**src/rtl/alu_share_arbiter.sv**
```systemverilog
// rtl/alu_share_arbiter.sv - two-requester round-robin arbiter for the shared 8-bit ALU (optional flags: ALU_ARB_FLAGS_EN)
module alu_share_arbiter #(
  parameter int unsigned ALU_LAT = 1
) (
  input  logic       clk,
  input  logic       rst_n,
  input  logic       req0_valid,
  output logic       req0_ready,
  input  logic [2:0] req0_op,
  input  logic [7:0] req0_a,
  input  logic [7:0] req0_b,
  input  logic       req1_valid,
  output logic       req1_ready,
  input  logic [2:0] req1_op,
  input  logic [7:0] req1_a,
  input  logic [7:0] req1_b,
  output logic [2:0] alu_op,
  output logic [7:0] alu_a,
  output logic [7:0] alu_b,
  input  logic [7:0] alu_result,
  output logic       rsp_valid,
  output logic       rsp_id,
  output logic [7:0] rsp_data,
  input  logic       rsp_ready
`ifdef ALU_ARB_FLAGS_EN
  ,
  output logic       rsp_zero
`endif
);

  localparam logic [1:0] ST_IDLE = 2'd0;
  localparam logic [1:0] ST_EXEC = 2'd1;
  localparam logic [1:0] ST_RESP = 2'd2;

  // Final EXEC count before the ALU output is considered settled.
  localparam logic [2:0] CNT_LAST = 3'(ALU_LAT - 1);

  logic [1:0] state_q, state_d;
  logic       last_grant_q, last_grant_d;
  logic [2:0] cnt_q, cnt_d;
  logic [2:0] alu_op_q, alu_op_d;
  logic [7:0] alu_a_q, alu_a_d;
  logic [7:0] alu_b_q, alu_b_d;
  logic       rsp_valid_q, rsp_valid_d;
  logic       rsp_id_q, rsp_id_d;
  logic [7:0] rsp_data_q, rsp_data_d;
`ifdef ALU_ARB_FLAGS_EN
  logic       rsp_zero_q, rsp_zero_d;
`endif

  logic idle;
  logic any_valid;
  logic grant;

  assign idle      = (state_q == ST_IDLE);
  assign any_valid = req0_valid | req1_valid;

  // Round-robin pick: a lone requester wins, a tie goes to whoever did not win last.
  always_comb begin
    grant = 1'b0;
    if (req0_valid && req1_valid) begin
      grant = ~last_grant_q;
    end else if (req1_valid) begin
      grant = 1'b1;
    end
  end

  // Ready stays low while rst_n is asserted.
  assign req0_ready = rst_n & idle & req0_valid & ~grant;
  assign req1_ready = rst_n & idle & req1_valid & grant;

  // Next-state for the issue / settle / hand-back sequence.
  always_comb begin
    state_d      = state_q;
    last_grant_d = last_grant_q;
    cnt_d        = cnt_q;
    alu_op_d     = alu_op_q;
    alu_a_d      = alu_a_q;
    alu_b_d      = alu_b_q;
    rsp_valid_d  = rsp_valid_q;
    rsp_id_d     = rsp_id_q;
    rsp_data_d   = rsp_data_q;
`ifdef ALU_ARB_FLAGS_EN
    rsp_zero_d   = rsp_zero_q;
`endif
    case (state_q)
      ST_IDLE: begin
        if (any_valid) begin
          alu_op_d     = grant ? req1_op : req0_op;
          alu_a_d      = grant ? req1_a  : req0_a;
          alu_b_d      = grant ? req1_b  : req0_b;
          rsp_id_d     = grant;
          last_grant_d = grant;
          cnt_d        = 3'd0;
          state_d      = ST_EXEC;
        end
      end
      ST_EXEC: begin
        cnt_d = cnt_q + 3'd1;
        if (cnt_q == CNT_LAST) begin
          rsp_data_d  = alu_result;
`ifdef ALU_ARB_FLAGS_EN
          rsp_zero_d  = (alu_result == 8'h00);
`endif
          rsp_valid_d = 1'b1;
          state_d     = ST_RESP;
        end
      end
      ST_RESP: begin
        if (rsp_ready) begin
          rsp_valid_d = 1'b0;
          state_d     = ST_IDLE;
        end
      end
      default: state_d = ST_IDLE;
    endcase
  end

  // State registers; an async reset drops any in-flight operation.
  always_ff @(posedge clk or negedge rst_n) begin
    if (!rst_n) begin
      state_q      <= ST_IDLE;
      last_grant_q <= 1'b1;
      cnt_q        <= 3'd0;
      alu_op_q     <= 3'd0;
      alu_a_q      <= 8'h00;
      alu_b_q      <= 8'h00;
      rsp_valid_q  <= 1'b0;
      rsp_id_q     <= 1'b0;
      rsp_data_q   <= 8'h00;
`ifdef ALU_ARB_FLAGS_EN
      rsp_zero_q   <= 1'b0;
`endif
    end else begin
      state_q      <= state_d;
      last_grant_q <= last_grant_d;
      cnt_q        <= cnt_d;
      alu_op_q     <= alu_op_d;
      alu_a_q      <= alu_a_d;
      alu_b_q      <= alu_b_d;
      rsp_valid_q  <= rsp_valid_d;
      rsp_id_q     <= rsp_id_d;
      rsp_data_q   <= rsp_data_d;
`ifdef ALU_ARB_FLAGS_EN
      rsp_zero_q   <= rsp_zero_d;
`endif
    end
  end

  assign alu_op    = alu_op_q;
  assign alu_a     = alu_a_q;
  assign alu_b     = alu_b_q;
  assign rsp_valid = rsp_valid_q;
  assign rsp_id    = rsp_id_q;
  assign rsp_data  = rsp_data_q;
`ifdef ALU_ARB_FLAGS_EN
  assign rsp_zero  = rsp_zero_q;
`endif

endmodule

```
**config.mk**
```make
export PLATFORM = sky130hd
export DESIGN_NAME = alu_share_arbiter
export DESIGN_NICKNAME = d
export VERILOG_FILES = /design/src/rtl/alu_share_arbiter.sv
export SDC_FILE = /design/constraint.sdc
export NUM_CORES = 1
export LEC_CHECK = 0
export ABC_AREA = 1
export BUFFER_PORTS_ARGS = -buffer_cell sky130_fd_sc_hd__buf_2
export CAP_MARGIN = 40
export CORE_MARGIN = 1.5
export CORE_UTILIZATION = 50
export CTS_CLUSTER_DIAMETER = 100
export DETAILED_ROUTE_END_ITERATION = 8
export PLACE_DENSITY = 0.95
export SYNTH_ARGS = -nofsm -noshare
export SYNTH_HDL_FRONTEND = slang
export SYNTH_SLANG_ARGS = --single-unit
```
**constraint.sdc**
```tcl
create_clock -name clk -period 3.55 [get_ports clk]
set_input_delay 0.5325 -clock clk [delete_from_list [all_inputs] [get_ports clk]]
set_output_delay 0.5325 -clock clk [all_outputs]
set_load 0.01 [all_outputs]
```
Word level (Yosys, flattened, before mapping)
Index checks and enable logic that the tools add are counted.
{ "totals": {"ff_bits": 35, "in_bits": 51, "out_inout_bits": 31, "word_cells": 47} }
{ "classes": {"add_sub_neg": 1, "eq_ne": 5, "n_mux": 14, "bitwise_logic": 8, "n_reduce_logical": 10} }
{ "ops": {"columns": ["op", "n"], "rows": [
  ["$mux 8", 2],
  ["$mux 2", 3],
  ["$mux 3", 2],
  ["$pmux 2 s3", 1],
  ["$pmux 3 s2", 1],
  ["$reduce_and 2->1", 3],
  ["$reduce_and 3->1", 2],
  ["$and 1x1->1", 5],
  ["$mux 1", 4],
  ["$ne 2x2->1 const B", 2],
  ["$reduce_bool 2->1", 2],
  ["$add 3x1->3 const B", 1],
  ["$logic_not 3->1", 1],
  ["$eq 2x1->1 const B", 1],
  ["$eq 2x2->1 const B", 1],
  ["$logic_not 2->1", 1],
  ["$ne 2x1->1 const B", 1],
  ["$not 1->1", 2],
  ["$pmux 1 s2", 1],
  ["$logic_and 1x1->1", 1],
  ["$or 1x1->1", 1]
]} }

Depth between registers and ports, before layout
Gate-level depths: netlist of the first run.
{ "logic_depth": {"word_depth": 4, "depth_mapped": 7, "depth_no_buf": 7} }

Worst setup path before layout of the first run
No wires, ideal clock.
{ "synth_path": {"path_type": "input to output", "start": "input req0_valid", "end": "output req0_ready", "arrival_ns": 1.034, "required_ns": 3.017, "path_slack_ns": 1.983, "path_stages": 4, "n_path_buf": 0, "path_cell_list": "nand2_1 > nand2_1 > inv_1 > nor3b_1"} }
{ "synth_between": {"elab_chain_len": 4, "elab_cells_between_ends": 5, "classes_between": "mux (1); bitwise (3); reduce/logical (1)"} }
{ "synth_lines": {"columns": ["element", "line", "rtl"], "rows": [
  ["start, declared", "7", "input logic req0_valid,"],
  ["$logic_and 1x1->1", "61", "if (req0_valid && req1_valid) begin"],
  ["$mux 1", "61", null],
  ["$not 1->1", "69", "assign req0_ready = rst_n & idle & req0_valid & ~grant;"],
  ["$and 1x1->1 *", "69", null],
  ["end, declared", "8", "output logic req0_ready,"]
]} }
Mark *: on every way between the ends. The rest lies on a longest branch, timed or not.

Final worst setup path of the first run
{ "layout_path": {"start": "register last_grant_q", "end": "output req0_ready"} }
{ "layout_between": {"elab_chain_len": 4} }
{ "layout_lines": {"columns": ["element", "line", "rtl"], "rows": [
  ["start, declared", "39", "logic last_grant_q, last_grant_d;"],
  ["start signal, assigned", "136", "last_grant_q <= last_grant_d;"],
  ["$not 1->1", "62", "grant = ~last_grant_q;"],
  ["$mux 1", "61", null],
  ["$not 1->1", "69", null],
  ["$and 1x1->1", "69", null]
]} }
Every way passes these cells.

==> impl_metrics.toml, run 1 <==
[drt]
dr.pass1.iters = 4
drc = 0
postRouteAntennaNets = 0
initialDrtViolationCount = 57
drt-total-wl_um = 4100
wl_per_cell_um = 11.0
vias_per_cell = 4.79
vias = 1788

[yosys]
synth_nets = 298
yosys.area_share.simple = 0.362
synth-compound-area-share = 0.0116
synth-xor-area-share = 0
synth.distinct_cells = 19
netlist_instances = 245
synth_seq_area_share = 0.478
synthAdderAreaFrac = 0.0136
ys_ff_latch = 35
synth_area_mm2 = 0.00183
avgSynthCellArea_um2 = 7.49
synthMuxAreaShare = 0
synth_top_family_by_area = "simple AND/OR/NAND/NOR gates"
synth_warnings = 0

[pwr]
ir_drop_mv = 0.386
power_density_mw_per_mm2 = 769
leakagePower_nw = 1.45
design_power_total_w = 0.00177

[global_route]
grt_pass1_vias = 1728
antenna_found_initial = 0
grt_overflow = 0
grt.total_usage = 0.225
grt_max_degree = 36
grt_pass1_wl_um = 7270

[cts]
clk_latency_ns = 0.33
numCtsBuffers = 5
clockBufferDepth = 2
root_buffer = "clkbuf_4"
cts_tree = "done"
path_clk_slew_ns = 0.10
cts_resized = 0
clock-sinks = 35
cts_setup_buffers = 0
h-tree-depth = 2
cts_hold_buf = 0

[timing]
worst_slack_ns = 1.08
worstMarginPinSlew_ns = 0.646
period_needed_ns = 2.47
tns_ns = 0
fmax_mhz = 406
post-route-period-util = 0.694
setup_viol = 0
final_hold_viol_count = 0
max_slew_margin = 0.568
final_max_slew_viol_count = 0
finClkSkew_ns = 0.00472
rsz0062_at_grt = "false"

[finish]
drive_above_1_share = 0.312
finish.utilization = 0.673
stdcell_area_mm2 = 0.00230
layout_common_cells = "nand2_1, buf_2, nand3_1"
diodes = 0
fill_cells = 293
fin_nets = 379
area_delta_synth_final_pct = 25.4
mostFrequentLayoutCell = "nand2_1"

[floorplan]
dieArea_mm2 = 0.00404
coreArea_mm2 = 0.00342
die_w_um = 63.6
die_h_um = 63.6
start_util = 0.537
io_pins = 82
rows = 21

[worst_setup_path]
crit_required_ns = 3.02
critPathKind = "reg -> out"
slowest_stage = "dfstp_2"
crit_chain = "nand2_1 -> nand2_1 -> inv_1 -> nor3b_1 -> buf_2"
startpoint_type = "flop"
crit_top_cell = "nand2_1"
critPathCaptureType = "primary output"
crit_fanout = 21
crit_arrival_ns = 1.93
slowest_delay_ns = 0.54

[placed_design]
dpl_cell_area_mm2 = 0.00225
port_buffers = 81
place.gp.congestion = 0.778
place_ws_ns = 1.13
dpl.hpwl_um = 3150

[flow_run]
maxCapViolations = 0

[min_path]
hold_class = "in -> async"

[run_status]
status = "completed"
[path summary, 6_finish.rpt]
| kind | startpoint | to | slack [ns] | depth (start not counted) |
|---|---|---|---|---|
| setup / recovery | last_grant_q | req0_ready | 1.08 | 5 |
| hold / removal | rst_n | cnt_q[2] | 0.25 | 2 |
| setup reg to reg | cnt_q[0] | rsp_data[4] | 2.04 | 7 |
| hold reg to reg | last_grant_q | last_grant_q | 0.47 | 2 |
| max in group asynchronous | rst_n | last_grant_q | 2.96 | 2 |
| min in group clk | rsp_ready | state_q[1] | 0.40 | 2 |
[state kept, by name, summed over array words and instances (netlist names)]
name	flops
alu_a	8
alu_b	8
rsp_data	8
alu_op	3
cnt_q	3
state_q	2
last_grant_q	1
rsp_id	1
rsp_valid	1
[cells by family (layout without fill, tap and decap cells)]
logic type                 Yosys count  after routing
and+or+nand+nor                    150            150
buffers and inverters               55            137
DFF                                 35             35
AOI/OAI and AO/OA                    3              3
adders and majority gates            2              2
[area by class of cell]
cell class	count	area [µm²]	area share
flip-flops and latches	35	877	0.381
multi-input cells	155	711	0.309
repair buffers	84	435	0.189
inverters	45	169	0.0734
well taps	46	57.6	0.0250
clock buffers	7	45.0	0.0196
clock inverters	1	5.00	0.00218
[routing by layer]
layer / vias up / routed length [µm] / global-route usage
li1: 909 / - / -
met2: 61 / 2100 / 0.401
met5: - / 0 / 0
met4: 0 / 44 / 0.0625
met1: 814 / 1720 / 0.273
met3: 4 / 231 / 0.0500
[worst max-delay path: cells and delay by family, from the launching register on]
kind | cells | cell delay, ns
DFF | 1 | 0.54
buffers and inverters | 2 | 0.30
and+or+nand+nor | 3 | 0.77
[power by group]
part           internal, W  total (W)  switching, W
Clock            0.0000772   0.000202      0.000125
Sequential        0.000601   0.000714      0.000113
Combinational     0.000327   0.000853      0.000526
[synthesized netlist by cell type]
master | n | share of area
nand2_1 | 89 | 0.18
nand3_1 | 51 | 0.14
nand2_2 | 2 | 0.0068
buf_6 | 2 | 0.012
o21ai_0 | 1 | 0.0027
dfstp_2 | 1 | 0.014
buf_4 | 6 | 0.025
nor3b_1 | 1 | 0.0041
dfrtp_1 | 34 | 0.46
or2_2 | 1 | 0.0034
nor2_2 | 4 | 0.014
inv_1 | 43 | 0.088
o21ai_2 | 1 | 0.0048
buf_2 | 2 | 0.0055
ha_1 | 2 | 0.014
nor2_8 | 1 | 0.011
nor2_1 | 1 | 0.0020
inv_2 | 2 | 0.0041
o31ai_1 | 1 | 0.0041
[stage by stage]
stage               cells  hold slack [ns]
detailed placement    365            0.455
global route          373            0.273
floorplan             245            0.237
global placement      364            0.450
CTS                   373            0.276
finish                373            0.246
(Power assumes the default switching activity.)
==> inputs of run 2 (changes only) <==
Settings changed: CORE_UTILIZATION 50 to 47, PLACE_DENSITY 0.95 to 0.91.
Clock period 3.55 ns to 2.4 ns, I/O delays scaled along.
==> impl_metrics.toml, run 2 (synthesis gave the netlist of run 1 again) <==
[cts]
cts_setup_buffers = 0
clk_latency_ns = 0.28
path_clk_slew_ns = 0.06
cts_hold_buf = 0
cts_resized = 0
numCtsBuffers = 5
h-tree-depth = 2
clock-sinks = 35
cts_tree = "done"
root_buffer = "clkbuf_8"
clockBufferDepth = 2

[global_route]
grt_pass1_vias = 1697
grt_overflow = 0
antenna_found_initial = 0
grt_pass1_wl_um = 7000
grt_max_degree = 36
grt.total_usage = 0.217

[timing]
worstMarginPinSlew_ns = 0.539
tns_ns = 0
rsz0062_at_grt = "false"
post-route-period-util = 0.851
hold_slack_ns = 0.124
final_max_slew_viol_count = 0
period_needed_ns = 2.04
fmax_mhz = 489
max_slew_margin = 0.640
final_hold_viol_count = 0
setup_viol = 0
finClkSkew_ns = 0.00177

[floorplan]
die_h_um = 65.5
die_w_um = 65.5
start_util = 0.494
rows = 22
dieArea_mm2 = 0.00429
io_pins = 82
coreArea_mm2 = 0.00372

[worst_setup_path]
reg2reg_slack_ns = 0.87
crit_arrival_ns = 1.68
critPathKind = "reg -> out"
crit_fanout = 12
critPathCaptureType = "primary output"
crit_required_ns = 2.04
startpoint_type = "flop"
r2r_start = "cnt_q[0]"
cp-startpoint = "last_grant_q"

[drt]
initialDrtViolationCount = 91
postRouteAntennaNets = 0
vias = 1823
vias_per_cell = 4.85
wl_per_cell_um = 11.5
drt-total-wl_um = 4330
drc = 0
dr.pass1.iters = 4

[pwr]
design_power_total_w = 0.00278
ir_drop_mv = 0.568
power_density_mw_per_mm2 = 1180
leakagePower_nw = 1.47

[finish]
fin_cells = 376
diodes = 0
layout_common_cells = "nand2_1, buf_2, nand3_1"
area_delta_synth_final_pct = 28.2
mostFrequentLayoutCell = "nand2_1"
fill_cells = 329
drive_above_1_share = 0.317
fin_nets = 380

[run_status]
status = "completed"

[placed_design]
port_buffers = 81
dpl.hpwl_um = 3170
place.gp.congestion = 0.750
dp_cells = 368

[flow_run]
maxCapViolations = 0

[min_path]
hold_class = "in -> async"
-- run 2: cell types whose count changed in the layout (fill, tap and decap cells not counted), sizes merged --
| cell | before | now |
|---|---|---|
| clkbuf | 7 | 8 |
| buf | 84 | 85 |
| clkinv | 1 | 0 |
-- run 2: stage by stage --
stage / util / cell area, µm² / setup WS [ns]
after floorplan: - / 1830 / 1.03
final: 0.633 / 2350 / 0.357
after detailed placement: 0.606 / 2250 / 0.563
after CTS: 0.633 / 2350 / 0.339
after global placement: 0.606 / 2250 / 0.613
after global routing: 0.633 / 2350 / 0.221
-- run 2: metal layers --
| metal | up-vias | GRT usage | wire (µm) |
|---|---|---|---|
| li1 | 905 | - | - |
| met1 | 808 | 0.243 | 1710 |
| met2 | 94 | 0.374 | 2160 |
| met3 | 16 | 0.0462 | 310 |
| met4 | 0 | 0.135 | 148 |
| met5 | - | 0 | 0 |
-- run 2: worst max-delay path: stages (launching register included) --
cell and delay, ns:
dfstp_2 0.53, nand2_1 0.06, nand2_1 0.30, inv_1 0.11, nor3b_1 0.23, buf_2 0.17
-- run 2: power breakdown --
group / total (W) / internal [W] / switching [W]
Clock: 0.000453 / 0.000261 / 0.000191
Combinational: 0.00126 / 0.000475 / 0.000790
Sequential: 0.00106 / 0.000892 / 0.000172
Total: 0.00278 / 0.00163 / 0.00115
-- run 2: cell type report --
class                   count  area [µm²]  area share
flip-flops and latches     35         877       0.373
multi-input cells         155         711       0.302
repair buffers             85         435       0.185
inverters                  45         169      0.0718
clock buffers               8         100      0.0426
well taps                  48        60.1      0.0255
-- run 2: path summary, 6_finish.rpt --
path                                      to  cells past startpoint
worst min register to register  last_grant_q                      2
worst max-delay path              req0_ready                      5
worst max register to register   rsp_data[4]                      7
min in group clk                  state_q[1]                      2
max in group asynchronous       last_grant_q                      2
worst min-delay path                  rsp_id                      2
